==> config.mk <==
export PLATFORM = sky130hd
export DESIGN_NAME = spi_byte_link_flat
export DESIGN_NICKNAME = d
export VERILOG_FILES = /design/src/rtl/spi_byte_link_if.sv /design/src/rtl/spi_byte_link.sv /design/src/flat_wrapper.sv
export SDC_FILE = /design/constraint.sdc
export NUM_CORES = 1
export LEC_CHECK = 0
export ABC_AREA = 1
export CELL_PAD_IN_SITES_DETAIL_PLACEMENT = 0
export CELL_PAD_IN_SITES_GLOBAL_PLACEMENT = 1
export CORE_MARGIN = 5
export CORE_UTILIZATION = 44
export DETAILED_ROUTE_END_ITERATION = 10
export HOLD_SLACK_MARGIN = 0.05
export PLACE_DENSITY = 0.88
export SYNTH_ARGS = -nofsm -noshare
export SYNTH_HDL_FRONTEND = slang
export SYNTH_SLANG_ARGS = --single-unit
export TNS_END_PERCENT = 100
==> constraint.sdc <==
create_clock -name sys_clk -period 5 [get_ports sys_clk]
set_input_delay 1.5 -clock sys_clk [delete_from_list [all_inputs] [get_ports sys_clk]]
set_output_delay 1.5 -clock sys_clk [all_outputs]
set_load 0.01 [all_outputs]
==> src/rtl/spi_byte_link_if.sv <==
`timescale 1ns/1ps
// Core-side bus of the SPI byte engine: received bytes and ready strobe
// toward the command core, response bytes and latch strobe back from it,
// plus frame status.
interface spi_byte_link_if;
  logic [7:0] rx_byte;
  logic       rx_rdy;
  logic [7:0] tx_byte;
  logic       tx_latch;
  logic [1:0] byte_cnt;
  logic       frame_active;
  logic       tx_underrun;

  // Command/register core side
  modport master (
    input  rx_byte, rx_rdy, byte_cnt, frame_active, tx_underrun,
    output tx_byte, tx_latch
  );

  // SPI byte engine side
  modport slave (
    output rx_byte, rx_rdy, byte_cnt, frame_active, tx_underrun,
    input  tx_byte, tx_latch
  );
endinterface

==> src/rtl/spi_byte_link.sv <==
`timescale 1ns/1ps
// SPI mode-0 peripheral byte engine. Oversamples sck/cs_n/mosi on sys_clk,
// assembles MSB-first receive bytes, and shifts out response bytes taken
// from a single-entry holding register written by the core.
module spi_byte_link #(
  parameter int SYNC_STAGES = 2  // legal range 2..3
) (
  input  logic             sys_clk,
  input  logic             rst,
  input  logic             sck,
  input  logic             cs_n,
  input  logic             mosi,
  output logic             miso,
  output logic             miso_oe,
  spi_byte_link_if.slave   core
);

  typedef enum logic {
    IDLE   = 1'b0,
    ACTIVE = 1'b1
  } state_t;

  // Synchronizer word layout: {sample_valid, mosi, cs_n, sck}. The valid
  // bit marks stages holding real pin samples rather than reset values, so
  // a cs_n already low at reset release is never mistaken for a fall.
  localparam logic [3:0] SYNC_RST = 4'b0010;

  state_t     state_reg, state_next;
  logic [3:0] sync_last;
  logic       sck_s, cs_s, mosi_s, valid_s;
  logic       sck_d_reg, cs_d_reg;
  logic       armed_reg, armed_next;
  logic       sck_rise, sck_fall, cs_fall, cs_rise;

  logic [2:0] bit_cnt_reg, bit_cnt_next;
  logic [1:0] byte_cnt_reg, byte_cnt_next;
  logic [7:0] rx_shift_reg, rx_shift_next;
  logic [7:0] rx_byte_reg, rx_byte_next;
  logic       rx_rdy_reg, rx_rdy_next;
  logic       byte_done_reg, byte_done_next;
  logic [7:0] tx_shift_reg, tx_shift_next;
  logic [7:0] hold_reg, hold_next;
  logic       hold_valid_reg, hold_valid_next;
  logic       underrun_reg, underrun_next;
  logic       miso_reg, miso_next;
  logic       tx_load;

  generate
    for (genvar gi = 0; gi < SYNC_STAGES; gi++) begin : g_sync
      logic [3:0] stage_reg;
      if (gi == 0) begin : g_first
        // First stage samples the raw pins.
        always_ff @(posedge sys_clk or posedge rst) begin
          if (rst) stage_reg <= SYNC_RST;
          else     stage_reg <= {1'b1, mosi, cs_n, sck};
        end
      end else begin : g_rest
        // Later stages retime the previous stage.
        always_ff @(posedge sys_clk or posedge rst) begin
          if (rst) stage_reg <= SYNC_RST;
          else     stage_reg <= g_sync[gi-1].stage_reg;
        end
      end
    end
  endgenerate

  assign sync_last = g_sync[SYNC_STAGES-1].stage_reg;
  assign {valid_s, mosi_s, cs_s, sck_s} = sync_last;

  // Once a genuine high cs_n has been seen, frame starts are allowed.
  assign armed_next = armed_reg | (valid_s & cs_s);

  // Delayed copies for edge detection, plus the cs_n-seen-high arm flag.
  always_ff @(posedge sys_clk or posedge rst) begin
    if (rst) begin
      sck_d_reg <= 1'b0;
      cs_d_reg  <= 1'b1;
      armed_reg <= 1'b0;
    end else begin
      sck_d_reg <= sck_s;
      cs_d_reg  <= cs_s;
      armed_reg <= armed_next;
    end
  end

  assign sck_rise = sck_s & ~sck_d_reg;
  assign sck_fall = ~sck_s & sck_d_reg;
  assign cs_fall  = armed_reg & cs_d_reg & ~cs_s;
  assign cs_rise  = cs_s & ~cs_d_reg;

  // Frame state register.
  always_ff @(posedge sys_clk or posedge rst) begin
    if (rst) state_reg <= IDLE;
    else     state_reg <= state_next;
  end

  // Next-state, shifting, byte retirement and holding-register updates.
  always_comb begin
    state_next      = state_reg;
    bit_cnt_next    = bit_cnt_reg;
    byte_cnt_next   = byte_cnt_reg;
    rx_shift_next   = rx_shift_reg;
    rx_byte_next    = rx_byte_reg;
    rx_rdy_next     = 1'b0;
    byte_done_next  = 1'b0;
    tx_shift_next   = tx_shift_reg;
    hold_next       = hold_reg;
    hold_valid_next = hold_valid_reg;
    underrun_next   = underrun_reg;
    tx_load         = 1'b0;

    // A byte completed on the previous cycle is published now.
    if (byte_done_reg) begin
      rx_byte_next  = rx_shift_reg;
      rx_rdy_next   = 1'b1;
      byte_cnt_next = byte_cnt_reg + 2'd1;
    end

    case (state_reg)
      IDLE: begin
        if (cs_fall) begin
          state_next    = ACTIVE;
          bit_cnt_next  = 3'd0;
          byte_cnt_next = 2'd0;
          underrun_next = 1'b0;
          tx_load       = 1'b1;
        end
      end
      ACTIVE: begin
        if (cs_rise) begin
          // Partial byte is abandoned; rx_byte keeps its last value.
          state_next   = IDLE;
          bit_cnt_next = 3'd0;
        end else if (sck_rise) begin
          rx_shift_next  = {rx_shift_reg[6:0], mosi_s};
          bit_cnt_next   = bit_cnt_reg + 3'd1;
          byte_done_next = (bit_cnt_reg == 3'd7);
        end else if (sck_fall) begin
          if (bit_cnt_reg != 3'd0) begin
            tx_shift_next = {tx_shift_reg[6:0], 1'b0};
          end else begin
            // Byte boundary: next response byte comes from hold.
            tx_load = 1'b1;
            if (!hold_valid_reg) underrun_next = 1'b1;
          end
        end
      end
      default: state_next = IDLE;
    endcase

    // Transfer uses the old hold content; a same-cycle latch refills hold.
    if (tx_load) begin
      tx_shift_next   = hold_valid_reg ? hold_reg : 8'h00;
      hold_valid_next = 1'b0;
    end
    if (core.tx_latch) begin
      hold_next       = core.tx_byte;
      hold_valid_next = 1'b1;
    end

    miso_next = (state_reg == ACTIVE) & tx_shift_reg[7];
  end

  // Datapath registers.
  always_ff @(posedge sys_clk or posedge rst) begin
    if (rst) begin
      bit_cnt_reg    <= 3'd0;
      byte_cnt_reg   <= 2'd0;
      rx_shift_reg   <= 8'h00;
      rx_byte_reg    <= 8'h00;
      rx_rdy_reg     <= 1'b0;
      byte_done_reg  <= 1'b0;
      tx_shift_reg   <= 8'h00;
      hold_reg       <= 8'h00;
      hold_valid_reg <= 1'b0;
      underrun_reg   <= 1'b0;
      miso_reg       <= 1'b0;
    end else begin
      bit_cnt_reg    <= bit_cnt_next;
      byte_cnt_reg   <= byte_cnt_next;
      rx_shift_reg   <= rx_shift_next;
      rx_byte_reg    <= rx_byte_next;
      rx_rdy_reg     <= rx_rdy_next;
      byte_done_reg  <= byte_done_next;
      tx_shift_reg   <= tx_shift_next;
      hold_reg       <= hold_next;
      hold_valid_reg <= hold_valid_next;
      underrun_reg   <= underrun_next;
      miso_reg       <= miso_next;
    end
  end

  assign miso              = miso_reg;
  assign miso_oe           = (state_reg == ACTIVE);
  assign core.frame_active = (state_reg == ACTIVE);
  assign core.rx_byte      = rx_byte_reg;
  assign core.rx_rdy       = rx_rdy_reg;
  assign core.byte_cnt     = byte_cnt_reg;
  assign core.tx_underrun  = underrun_reg;

endmodule

==> src/flat_wrapper.sv <==
// flat-port wrapper written by rule: the top's interface ports become plain ports
module spi_byte_link_flat 
#(
  parameter int SYNC_STAGES = 2                     
)
  (sys_clk, rst, sck, cs_n, mosi, miso, miso_oe, core_rx_byte, core_rx_rdy, core_byte_cnt, core_frame_active, core_tx_underrun, core_tx_byte, core_tx_latch);
  spi_byte_link_if core_i ();
  input  logic sys_clk;
  input  logic rst;
  input  logic sck;
  input  logic cs_n;
  input  logic mosi;
  output logic miso;
  output logic miso_oe;
  output wire logic [$bits(core_i.rx_byte)-1:0] core_rx_byte;
  output wire logic [$bits(core_i.rx_rdy)-1:0] core_rx_rdy;
  output wire logic [$bits(core_i.byte_cnt)-1:0] core_byte_cnt;
  output wire logic [$bits(core_i.frame_active)-1:0] core_frame_active;
  output wire logic [$bits(core_i.tx_underrun)-1:0] core_tx_underrun;
  input wire logic [$bits(core_i.tx_byte)-1:0] core_tx_byte;
  input wire logic [$bits(core_i.tx_latch)-1:0] core_tx_latch;
  assign core_rx_byte = core_i.rx_byte;
  assign core_rx_rdy = core_i.rx_rdy;
  assign core_byte_cnt = core_i.byte_cnt;
  assign core_frame_active = core_i.frame_active;
  assign core_tx_underrun = core_i.tx_underrun;
  assign core_i.tx_byte = core_tx_byte;
  assign core_i.tx_latch = core_tx_latch;
  spi_byte_link #(.SYNC_STAGES(SYNC_STAGES)) u_core (.sys_clk(sys_clk), .rst(rst), .sck(sck), .cs_n(cs_n), .mosi(mosi), .miso(miso), .miso_oe(miso_oe), .core(core_i));
endmodule
# Yosys cells after proc, flatten, opt, wreduce, memory -nomap -nowiden
# Index checks and enable logic that the tools add are counted.
dict set report totals {
  latchBits 0
  out_inout_bits 15
  ramBits 0
  mem_count 0
  in_bits 14
  reg_bits 54
  mem_bits_ro 0
}
dict set report op_classes {
  reduce_logical 9
  n_mul 0
  n_addsub 2
  eq_ne 10
  shift 0
  bitwise_logic 14
  n_div 0
  n_mux 35
  magnitude_cmp 0
}
# operator n
set ops {}
lappend ops {{$mux W8} 7}
lappend ops {{$mux W1} 18}
lappend ops {{$ne A2 B2 Y1 const B} 7}
lappend ops {{$mux W3} 3}
lappend ops {{$reduce_bool A2 Y1} 4}
lappend ops {{$and A1 B1 Y1} 7}
lappend ops {{$mux W2} 3}
lappend ops {{$not A1 Y1} 6}
lappend ops {{$pmux W1 S2} 3}
lappend ops {{$pmux W3 S2} 1}
lappend ops {{$reduce_and A6 Y1} 1}
lappend ops {{$reduce_and A5 Y1} 1}
lappend ops {{$add A3 B1 Y3 const B} 1}
lappend ops {{$eq A3 B3 Y1 const B} 1}
lappend ops {{$ne A3 B3 Y1 const B} 1}
lappend ops {{$reduce_and A3 Y1} 1}
lappend ops {{$reduce_bool A3 Y1} 1}
lappend ops {{$add A2 B1 Y2 const B} 1}
lappend ops {{$ne A2 B1 Y1 const B} 1}
lappend ops {{$reduce_and A2 Y1} 1}
lappend ops {{$or A1 B1 Y1} 1}

# Logic depth before layout (Yosys ltp)
# Gate-level depths: netlist (run 1).
dict set report logic_depth {
  depth_word 8
  mapped_depth 9
}

# Worst setup path after synthesis (run 1)
# OpenSTA, ideal clock, no wires.
dict set report synth_path {
  path_kind {input port to flip-flop}
  from {input core_tx_latch}
  to {register u_core.hold_reg[0]}
  t_arrival_ps 2097
  path_stages 4
  n_path_buf 1
  slack_ps 2786
  path_cell_list {clkbuf_1 > clkinv_1 > nand2_1 > nand2_1}
}
# item line
set synth_rtl {}
lappend synth_rtl {{start: declaration} flat_wrapper.sv:21} ;# input wire logic [$bits(core_i.tx_latch)-1:0] core_tx_latch;
lappend synth_rtl {{end signal: assignment} spi_byte_link.sv:186} ;# hold_reg <= hold_next;
lappend synth_rtl {{end: declaration} spi_byte_link.sv:42} ;# logic [7:0] hold_reg, hold_next;

# Worst setup path in the final report (run 1)
dict set report layout_path {
  from {register u_core.state_reg, in the netlist u_core.core.frame_active}
  to {output core_frame_active}
}
# item line
set layout_rtl {}
lappend layout_rtl {{start: declaration} spi_byte_link.sv:28} ;# state_t state_reg, state_next;
lappend layout_rtl {{start signal: assignment} spi_byte_link.sv:94} ;# else state_reg <= state_next;
lappend layout_rtl {{end: declaration} flat_wrapper.sv:18} ;# output wire logic [$bits(core_i.frame_active)-1:0] core_frame_active;
# No word-level cell between the ends.

==> results of run 1 <==
## cell usage in the layout, fill, tap and decap left out
master	count
a21o_1	1
nor2_1	15
mux2_2	4
a21oi_4	1
o21ai_1	4
nand4_1	1
clkbuf_8	6
a21oi_1	4
nand2_2	3
a21oi_2	4
conb_1	1
clkinv_1	1
clkdlybuf4s50_1	28
nand3_1	17
dfrtp_1	51
inv_1	18
o21ai_0	6
dfstp_2	3
clkinvlp_4	1
ha_1	3
clkinv_2	1
o21ai_2	2
xor2_1	1
nand2_1	71
inv_2	4
## layout make-up
cell class              count  area share [%]
inverters                  23            3.35
flip-flops and latches     54            52.6
repair buffers             28            10.9
well taps                  67            3.26
multi-input cells         138            26.2
clock buffers               6            3.21
clock inverters             2           0.486
## report_power, final
| part | internal [mW] | switching, mW |
|---|---|---|
| Combinational | 0.0855 | 0.113 |
| Sequential | 0.520 | 0.0475 |
| Clock | 0.111 | 0.134 |
## metrics by stage
stage | setup slack [ns] | instance area [µm²] | power (mW) | hold WS, ns
2_1_floorplan | 2.19 | 2150 | 0.718 | 0.331
3_3_place_gp | 2.16 | 2480 | 0.771 | 0.331
3_5_place_dp | 2.14 | 2480 | 0.777 | 0.338
4_1_cts | 2.13 | 2570 | 1.02 | 0.360
5_1_grt | 2.09 | 2570 | 1.09 | 0.367
6_report | 2.15 | 2570 | 1.01 | 0.357
## cells by family after synthesis
kind of cell	synth area share (%)
other	0.175
buffers and inverters	5.53
xor gates and xnor gates	0.408
DFF	63.1
muxes	2.10
AOI/OAI and AO/OA	6.81
adders and majority gates	1.75
and+or+nand+nor	20.2
## routing by layer
layer  share of wire [%]  vias up
li1                    -      747
met3                 4.3        7
met1                  50      643
met4                 2.5        0
met5                   0        -
met2                  43       26
## final timing paths
kind	startpoint	depth (start not counted)	to
worst max-delay path	u_core.core.frame_active	1	core_frame_active
worst min-delay path	u_core.g_sync[0].stage_reg[0]	0	u_core.g_sync[1].stage_reg[0]
worst max register to register	u_core.core.frame_active	6	u_core.tx_shift_reg[2]
worst min register to register	u_core.g_sync[0].stage_reg[0]	0	u_core.g_sync[1].stage_reg[0]
max in group asynchronous	rst	2	u_core.bit_cnt_reg[1]
min in group asynchronous	rst	2	u_core.core.rx_byte[2]
==> results.json, run 1 <==
{
  "fillers": 421,
  "antenna_found_initial": 0,
  "end_kind": "primary output",
  "synth-seq-cells": 54,
  "postCtsSetupBuffers": 0,
  "crit_type": "register to primary output",
  "synthMostInstantiatedCell": "nand2_1",
  "yosysSeqAreaShare_pct": 63.1,
  "cts_buffers": 5,
  "rsz0062_at_grt": "no",
  "rrSetupSlack_ns": 3.16,
  "finalCritPeriodShare_pct": 57.0,
  "start_kind": "register",
  "grt_util_met1_pct": 17.0,
  "cp_slowest_cell": "clkdlybuf4s50_1",
  "crit_buf_inv": 1,
  "syn_inst": 221,
  "ant_nets": 0,
  "grtUsageTotal_pct": 12.2,
  "path_cells": "clkdlybuf4s50_1",
  "drt_first_pass_iters": 4,
  "dp.cells": 310,
  "grt_max_degree": 55,
  "die_y_um": 79.9,
  "drc": 0,
  "hold_class": "register to register",
  "grt_pass1_vias": 1274,
  "cts_buffer_depth": 2,
  "cellPowerDensity_nw_per_um2": 393,
  "vias": 1423,
  "area_growth_pct": 19.9,
  "use_met2_pct": 17.6,
  "clock-sinks": 54,
  "synth_top_area_cell": "dfrtp_1",
  "routed_wl_um": 3400,
  "syn_nets": 238,
  "worstMarginPinSlew_ns": 1.07,
  "io_pins": 29,
  "fin_util_pct": 54.5,
  "ys.flop_type": "dfrtp_1",
  "hpwl_um": 2350,
  "drt_iter0_markers": 108,
  "finalSetupViolations": 0,
  "synth.avg_cell_area_um2": 9.72,
  "h-tree-depth": 2,
  "final_cells": 318,
  "wl_per_cell_um": 10.7,
  "critPathRequiredTime_ns": 3.50,
  "core_area_um2": 4720,
  "routabilityCongestion": 0.724,
  "ir_drop_uv": 130,
  "post_cts_resized": 0,
  "synth_cell_types": 24,
  "grt_busiest_layer": "met2",
  "synth_area_leaders": "dfrtp_1, nand2_1, nand3_1",
  "clk_pin_slew_ns": 0.09,
  "cts_tree": "done",
  "die-area_um2": 6380,
  "slew_viol_final": 0,
  "status": "complete, no violations",
  "netlist.area_leader.share_pct": 59.4,
  "period_minus_slack_ns": 2.85,
  "viasPerCell": 4.47,
  "critPathArrivalTime_ns": 1.35,
  "multi_input_area_um2": 674,
  "start_util_pct": 45.5,
  "seqCellArea_um2": 1360,
  "path_delay_family": "buffers and inverters",
  "grt_pass1_wl_um": 6050,
  "ys_warn_count": 0,
  "hold_viol": 0,
  "use_met3_pct": 2.60,
  "dieWidth_um": 79.9,
  "diodes": 0,
  "critPathMaxFanout": 6,
  "slowest_delay_ns": 0.58,
  "synth_common_cells": "nand2_1, dfrtp_1, inv_1, nand3_1, nor2_1",
  "cts-root-buf": "clkbuf_8",
  "max-cap-violations": 0,
  "timing.fmax_mhz": 351,
  "fp-row-count": 25,
  "synth_edf_count": 0,
  "slew_headroom_pct": 28.5,
  "nets": 267,
  "final.setup.tns_ns": 0,
  "holdBufCountCts": 0,
  "synth.cell_area_um2": 2150,
  "power.leakage_nw": 1.28,
  "skew_ns": 0.00355,
  "drive_gt1_share_pct": 11.6,
  "overflow": 0,
  "io_buffers": 28,
  "worstSkewPairLatency_ns": 0.30,
  "ys_async_sr_fraction_pct": 100
}
Power figures use the tool's default switching activity.
==> run 2, diff against run 1 <==
--- a/config.mk
+++ b/config.mk
@@ -9,10 +9,10 @@
 export CELL_PAD_IN_SITES_DETAIL_PLACEMENT = 0
 export CELL_PAD_IN_SITES_GLOBAL_PLACEMENT = 1
 export CORE_MARGIN = 5
-export CORE_UTILIZATION = 44
+export CORE_UTILIZATION = 41
 export DETAILED_ROUTE_END_ITERATION = 10
 export HOLD_SLACK_MARGIN = 0.05
-export PLACE_DENSITY = 0.88
+export PLACE_DENSITY = 0.83
 export SYNTH_ARGS = -nofsm -noshare
 export SYNTH_HDL_FRONTEND = slang
 export SYNTH_SLANG_ARGS = --single-unit
==> constraint.sdc (replaced) <==
create_clock -name sys_clk -period 2.85 [get_ports sys_clk]
set_input_delay 0.855 -clock sys_clk [delete_from_list [all_inputs] [get_ports sys_clk]]
set_output_delay 0.855 -clock sys_clk [all_outputs]
set_load 0.01 [all_outputs]
==> results.json, run 2 (synthesized netlist as in run 1, its figures left out) <==
{
  "worstSkewPairLatency_ns": 0.30,
  "slowest_delay_ns": 0.58,
  "power.leakage_nw": 1.29,
  "postCtsSetupBuffers": 0,
  "finalInstanceArea_um2": 2600,
  "hpwl_um": 2580,
  "cp_slowest_cell": "clkdlybuf4s50_1",
  "final_common_cell": "nand2_1",
  "vias": 1423,
  "skew_ns": 0.00338,
  "routed_wl_um": 3530,
  "hold-path-cell-count": 0,
  "hold_path.startpoint": "u_core.g_sync[0].stage_reg[0]",
  "finalCritPeriodShare_pct": 77.5,
  "cts_tree": "done",
  "p_comb_share_pct": 19.7,
  "fp-row-count": 26,
  "ir_drop_uv": 302,
  "drt_first_pass_iters": 4,
  "critPathMaxFanout": 6,
  "rrSetupSlack_ns": 0.99,
  "worstRegToRegCells": 6,
  "fillers": 505,
  "start_kind": "register",
  "dieWidth_um": 82.4,
  "holdBufCountCts": 0,
  "routabilityCongestion": 0.731,
  "final_cells": 322,
  "hold_viol": 0,
  "cts_buffer_depth": 2,
  "h-tree-depth": 2,
  "clk_pin_slew_ns": 0.09,
  "max-cap-violations": 0,
  "io_pins": 29,
  "seqPwrFrac_pct": 55.8,
  "worstMarginPinSlew_ns": 0.604,
  "crit_type": "register to primary output",
  "antenna_found_initial": 0,
  "post_cts_resized": 0,
  "p_sw_uw": 525,
  "grtUsageTotal_pct": 12.6,
  "finalPower_mw": 1.79,
  "nets": 268,
  "grt_pass1_vias": 1462,
  "drt_iter0_markers": 59,
  "worstReg2RegStart": "u_core.core.frame_active",
  "r2r_end": "u_core.tx_shift_reg[5]",
  "cellPowerDensity_nw_per_um2": 687,
  "finalSetupViolations": 0,
  "final.setup.tns_ns": 0,
  "holdPathEnd": "u_core.g_sync[1].stage_reg[0]",
  "internal_power_mw": 1.26,
  "hold_class": "register to register",
  "period_minus_slack_ns": 2.21,
  "end_kind": "primary output",
  "wl_per_cell_um": 11.0,
  "path_delay_family": "buffers and inverters",
  "clockPowerShare_pct": 24.6,
  "start_util_pct": 42.1,
  "area_growth_pct": 21.0,
  "die_y_um": 82.4,
  "final_cell_mix": "nand2_1, dfrtp_1, clkdlybuf4s50_1, inv_1, nand3_1",
  "grt_pass1_wl_um": 6440,
  "io_buffers": 28,
  "timing.fmax_mhz": 453,
  "fin_worst_hold_slack_ns": 0.356,
  "drive_gt1_share_pct": 11.9,
  "clock-sinks": 54,
  "die-area_um2": 6790,
  "overflow": 0,
  "swShare_pct": 29.4,
  "path_cells": "clkdlybuf4s50_1",
  "diodes": 0,
  "ant_nets": 0,
  "slew_headroom_pct": 59.6,
  "post_dp_cell_area_um2": 2500,
  "rsz0062_at_grt": "no",
  "cts_buffers": 5,
  "drc": 0,
  "viasPerCell": 4.42,
  "critPathArrivalTime_ns": 1.35,
  "core_area_um2": 5110,
  "dp.cells": 314,
  "critPathRequiredTime_ns": 2.00,
  "status": "complete, no violations",
  "slew_viol_final": 0,
  "crit_buf_inv": 1,
  "grt_max_degree": 31,
  "cts-root-buf": "clkbuf_8"
}
==> run 2: worst reg2reg max path, delay by kind of cell (launching register included) <==
family | cells | cell delay [ns]
and+or+nand+nor | 3 | 0.62
DFF | 1 | 0.46
AOI/OAI and AO/OA | 1 | 0.40
buffers and inverters | 2 | 0.26
==> run 2: through the flow <==
stage / util [%] / setup WS (ns)
2_1_floorplan: - / 0.685
3_3_place_gp: 49.0 / 0.818
3_5_place_dp: 49.0 / 0.762
4_1_cts: 50.9 / 0.628
5_1_grt: 50.9 / 0.567
6_report: 50.9 / 0.641
==> run 2: how the worst max path moves through the flow <==
stage	slack (ns)	end	cells past startpoint	from
final	0.64	core_frame_active	1	u_core.core.frame_active
after CTS	0.63	core_frame_active	1	u_core.core.frame_active
after global placement	0.82	u_core.hold_reg[5]	4	core_tx_latch
after detailed placement	0.76	u_core.hold_reg[6]	4	core_tx_latch
after global routing	0.57	miso_oe	1	u_core.core.frame_active
after floorplan	0.69	u_core.armed_reg	1	rst
==> run 2: area by class of cell <==
class                   count  area [µm²]  area share (%)
clock inverters             2        12.5           0.481
repair buffers             29         300            11.6
clock buffers               6        82.6            3.18
multi-input cells         138         674            26.0
well taps                  70        87.6            3.37
inverters                  23        86.3            3.32
flip-flops and latches     54        1360            52.1
==> run 2: layer usage <==
layer | share of wire (%) | global-route usage (%)
met5 | 0 | 0
met4 | 2.1 | 5.65
met3 | 4.6 | 3.58
met2 | 45 | 20.7
met1 | 49 | 15.4
==> run 2: power groups by stage <==
stage	Clock, mW	Sequential, mW	Combinational [mW]
6_report	0.438	0.996	0.351
5_1_grt	0.482	1.02	0.422
4_1_cts	0.450	0.998	0.362
3_5_place_dp	0	1.01	0.361
3_3_place_gp	0	1.00	0.351
2_1_floorplan	0	0.989	0.271
==> run 3, diff against run 2 <==
--- a/config.mk
+++ b/config.mk
@@ -9,10 +9,10 @@
 export CELL_PAD_IN_SITES_DETAIL_PLACEMENT = 0
 export CELL_PAD_IN_SITES_GLOBAL_PLACEMENT = 1
 export CORE_MARGIN = 5
-export CORE_UTILIZATION = 41
+export CORE_UTILIZATION = 37
 export DETAILED_ROUTE_END_ITERATION = 10
 export HOLD_SLACK_MARGIN = 0.05
-export PLACE_DENSITY = 0.83
+export PLACE_DENSITY = 0.8
 export SYNTH_ARGS = -nofsm -noshare
 export SYNTH_HDL_FRONTEND = slang
 export SYNTH_SLANG_ARGS = --single-unit
==> constraint.sdc (replaced) <==
create_clock -name sys_clk -period 2 [get_ports sys_clk]
set_input_delay 0.6 -clock sys_clk [delete_from_list [all_inputs] [get_ports sys_clk]]
set_output_delay 0.6 -clock sys_clk [all_outputs]
set_load 0.01 [all_outputs]
==> results.json, run 3 (synthesized netlist as in run 1, its figures left out) <==
{
  "cp_slowest_cell": "clkdlybuf4s50_1",
  "worst_slack_ns": 0.119,
  "path_delay_family": "buffers and inverters",
  "power.leakage_nw": 1.33,
  "cellPowerDensity_nw_per_um2": 1050,
  "grt_max_degree": 29,
  "use_met2_pct": 18.1,
  "slew_headroom_pct": 59.4,
  "slew_viol_final": 0,
  "end_kind": "primary output",
  "post-place-ws_ns": 0.393,
  "r2r_end": "u_core.tx_shift_reg[4]",
  "die-area_um2": 7430,
  "cts_buffers": 5,
  "grt_pass1_vias": 1395,
  "rrSetupSlack_ns": 0.50,
  "final_cell_mix": "nand2_1, dfrtp_1, clkdlybuf4s50_1, inv_1, nand3_1",
  "cts_tree": "done",
  "io_buffers": 28,
  "wl_per_cell_um": 11.1,
  "grt_busiest_layer": "met2",
  "path_cells": "clkdlybuf4s50_1",
  "drt_iter0_markers": 69,
  "crit_buf_inv": 1,
  "io_pins": 29,
  "critPathRequiredTime_ns": 1.40,
  "timing.fmax_mhz": 532,
  "path_depth": 1,
  "max-cap-violations": 0,
  "drt_first_pass_iters": 5,
  "grt_util_met1_pct": 14.2,
  "final.setup.tns_ns": 0,
  "period_minus_slack_ns": 1.88,
  "final_common_cell": "nand2_1",
  "hpwl_um": 2570,
  "drive_gt1_share_pct": 13.3,
  "hold_viol": 0,
  "routed_wl_um": 3620,
  "worstReg2RegStart": "u_core.cs_d_reg",
  "overflow": 0,
  "rsz0062_at_grt": "no",
  "finalCritPeriodShare_pct": 94.1,
  "cts_buffer_depth": 2,
  "ant_nets": 0,
  "finalSetupViolations": 0,
  "diodes": 0,
  "skew_ns": 0.0116,
  "finalPower_mw": 2.80,
  "h-tree-depth": 2,
  "core_area_um2": 5570,
  "setup.worst_path.start": "u_core.core.frame_active",
  "hold_class": "register to register",
  "grtUsageTotal_pct": 11.1,
  "area_growth_pct": 23.8,
  "grt_pass1_wl_um": 6510,
  "hold-path-cell-count": 0,
  "nets": 271,
  "vias": 1452,
  "ir_drop_uv": 455,
  "dieWidth_um": 86.2,
  "start_kind": "register",
  "start_util_pct": 38.5,
  "status": "complete, no violations",
  "routabilityCongestion": 0.766,
  "viasPerCell": 4.44,
  "antenna_found_initial": 0,
  "critPathMaxFanout": 6,
  "clk_pin_slew_ns": 0.10,
  "cts-root-buf": "clkbuf_8",
  "die_y_um": 86.2,
  "worstSkewPairLatency_ns": 0.30,
  "crit_type": "register to primary output",
  "drc": 0,
  "fin_util_pct": 47.7,
  "holdBufCountCts": 0,
  "slowest_delay_ns": 0.55,
  "critPathArrivalTime_ns": 1.28,
  "clock-sinks": 54,
  "worstRegToRegCells": 7,
  "endpoint": "core_frame_active",
  "fp-row-count": 27,
  "worstMarginPinSlew_ns": 0.603,
  "use_met3_pct": 2.95
}
==> run 3: what timing repair did <==
action | in CTS | in global routing
setup endpoints to repair | 0 | 2
gates resized for setup | 0 | 1
setup buffers | 0 | 0
==> run 3: how the worst min path moves through the flow <==
| stage | to | slack (ns) | from |
|---|---|---|---|
| final | u_core.g_sync[1].stage_reg[2] | 0.36 | u_core.g_sync[0].stage_reg[2] |
| after global routing | u_core.g_sync[1].stage_reg[0] | 0.37 | u_core.g_sync[0].stage_reg[0] |
| after CTS | u_core.g_sync[1].stage_reg[2] | 0.36 | u_core.g_sync[0].stage_reg[2] |
| after detailed placement | u_core.g_sync[1].stage_reg[2] | 0.34 | u_core.g_sync[0].stage_reg[2] |
| after global placement | u_core.g_sync[1].stage_reg[3] | 0.33 | u_core.g_sync[0].stage_reg[3] |
| after floorplan | u_core.g_sync[1].stage_reg[0] | 0.33 | u_core.g_sync[0].stage_reg[0] |
==> run 3: per-layer routing <==
layer | up-vias | wire length, µm
li1 | 751 | -
met1 | 669 | 1760
met2 | 28 | 1650
met3 | 4 | 163
met4 | 0 | 45
met5 | - | 0
==> run 3: power breakdown <==
part | internal, mW | switching, mW
clock | 0.534 | 0.339
sequential | 1.30 | 0.116
combinational | 0.221 | 0.293
==> run 3: area by class of cell <==
class	count	area [µm²]
Multi-Input combinational cell	138	674
Fill cell	540	2910
Clock inverter	2	60.1
Tap cell	72	90.1
Clock buffer	6	82.6
Inverter	23	86.3
Sequential cell	54	1360
Timing Repair Buffer	32	310
==> run 3: per-stage QoR <==
step                std cells  instance area (µm²)  hold WS (ns)
floorplan                 221                 2150         0.331
global placement          319                 2520         0.332
detailed placement        319                 2520         0.336
CTS                       327                 2660         0.356
global route              327                 2660         0.371
finish                    327                 2660         0.356
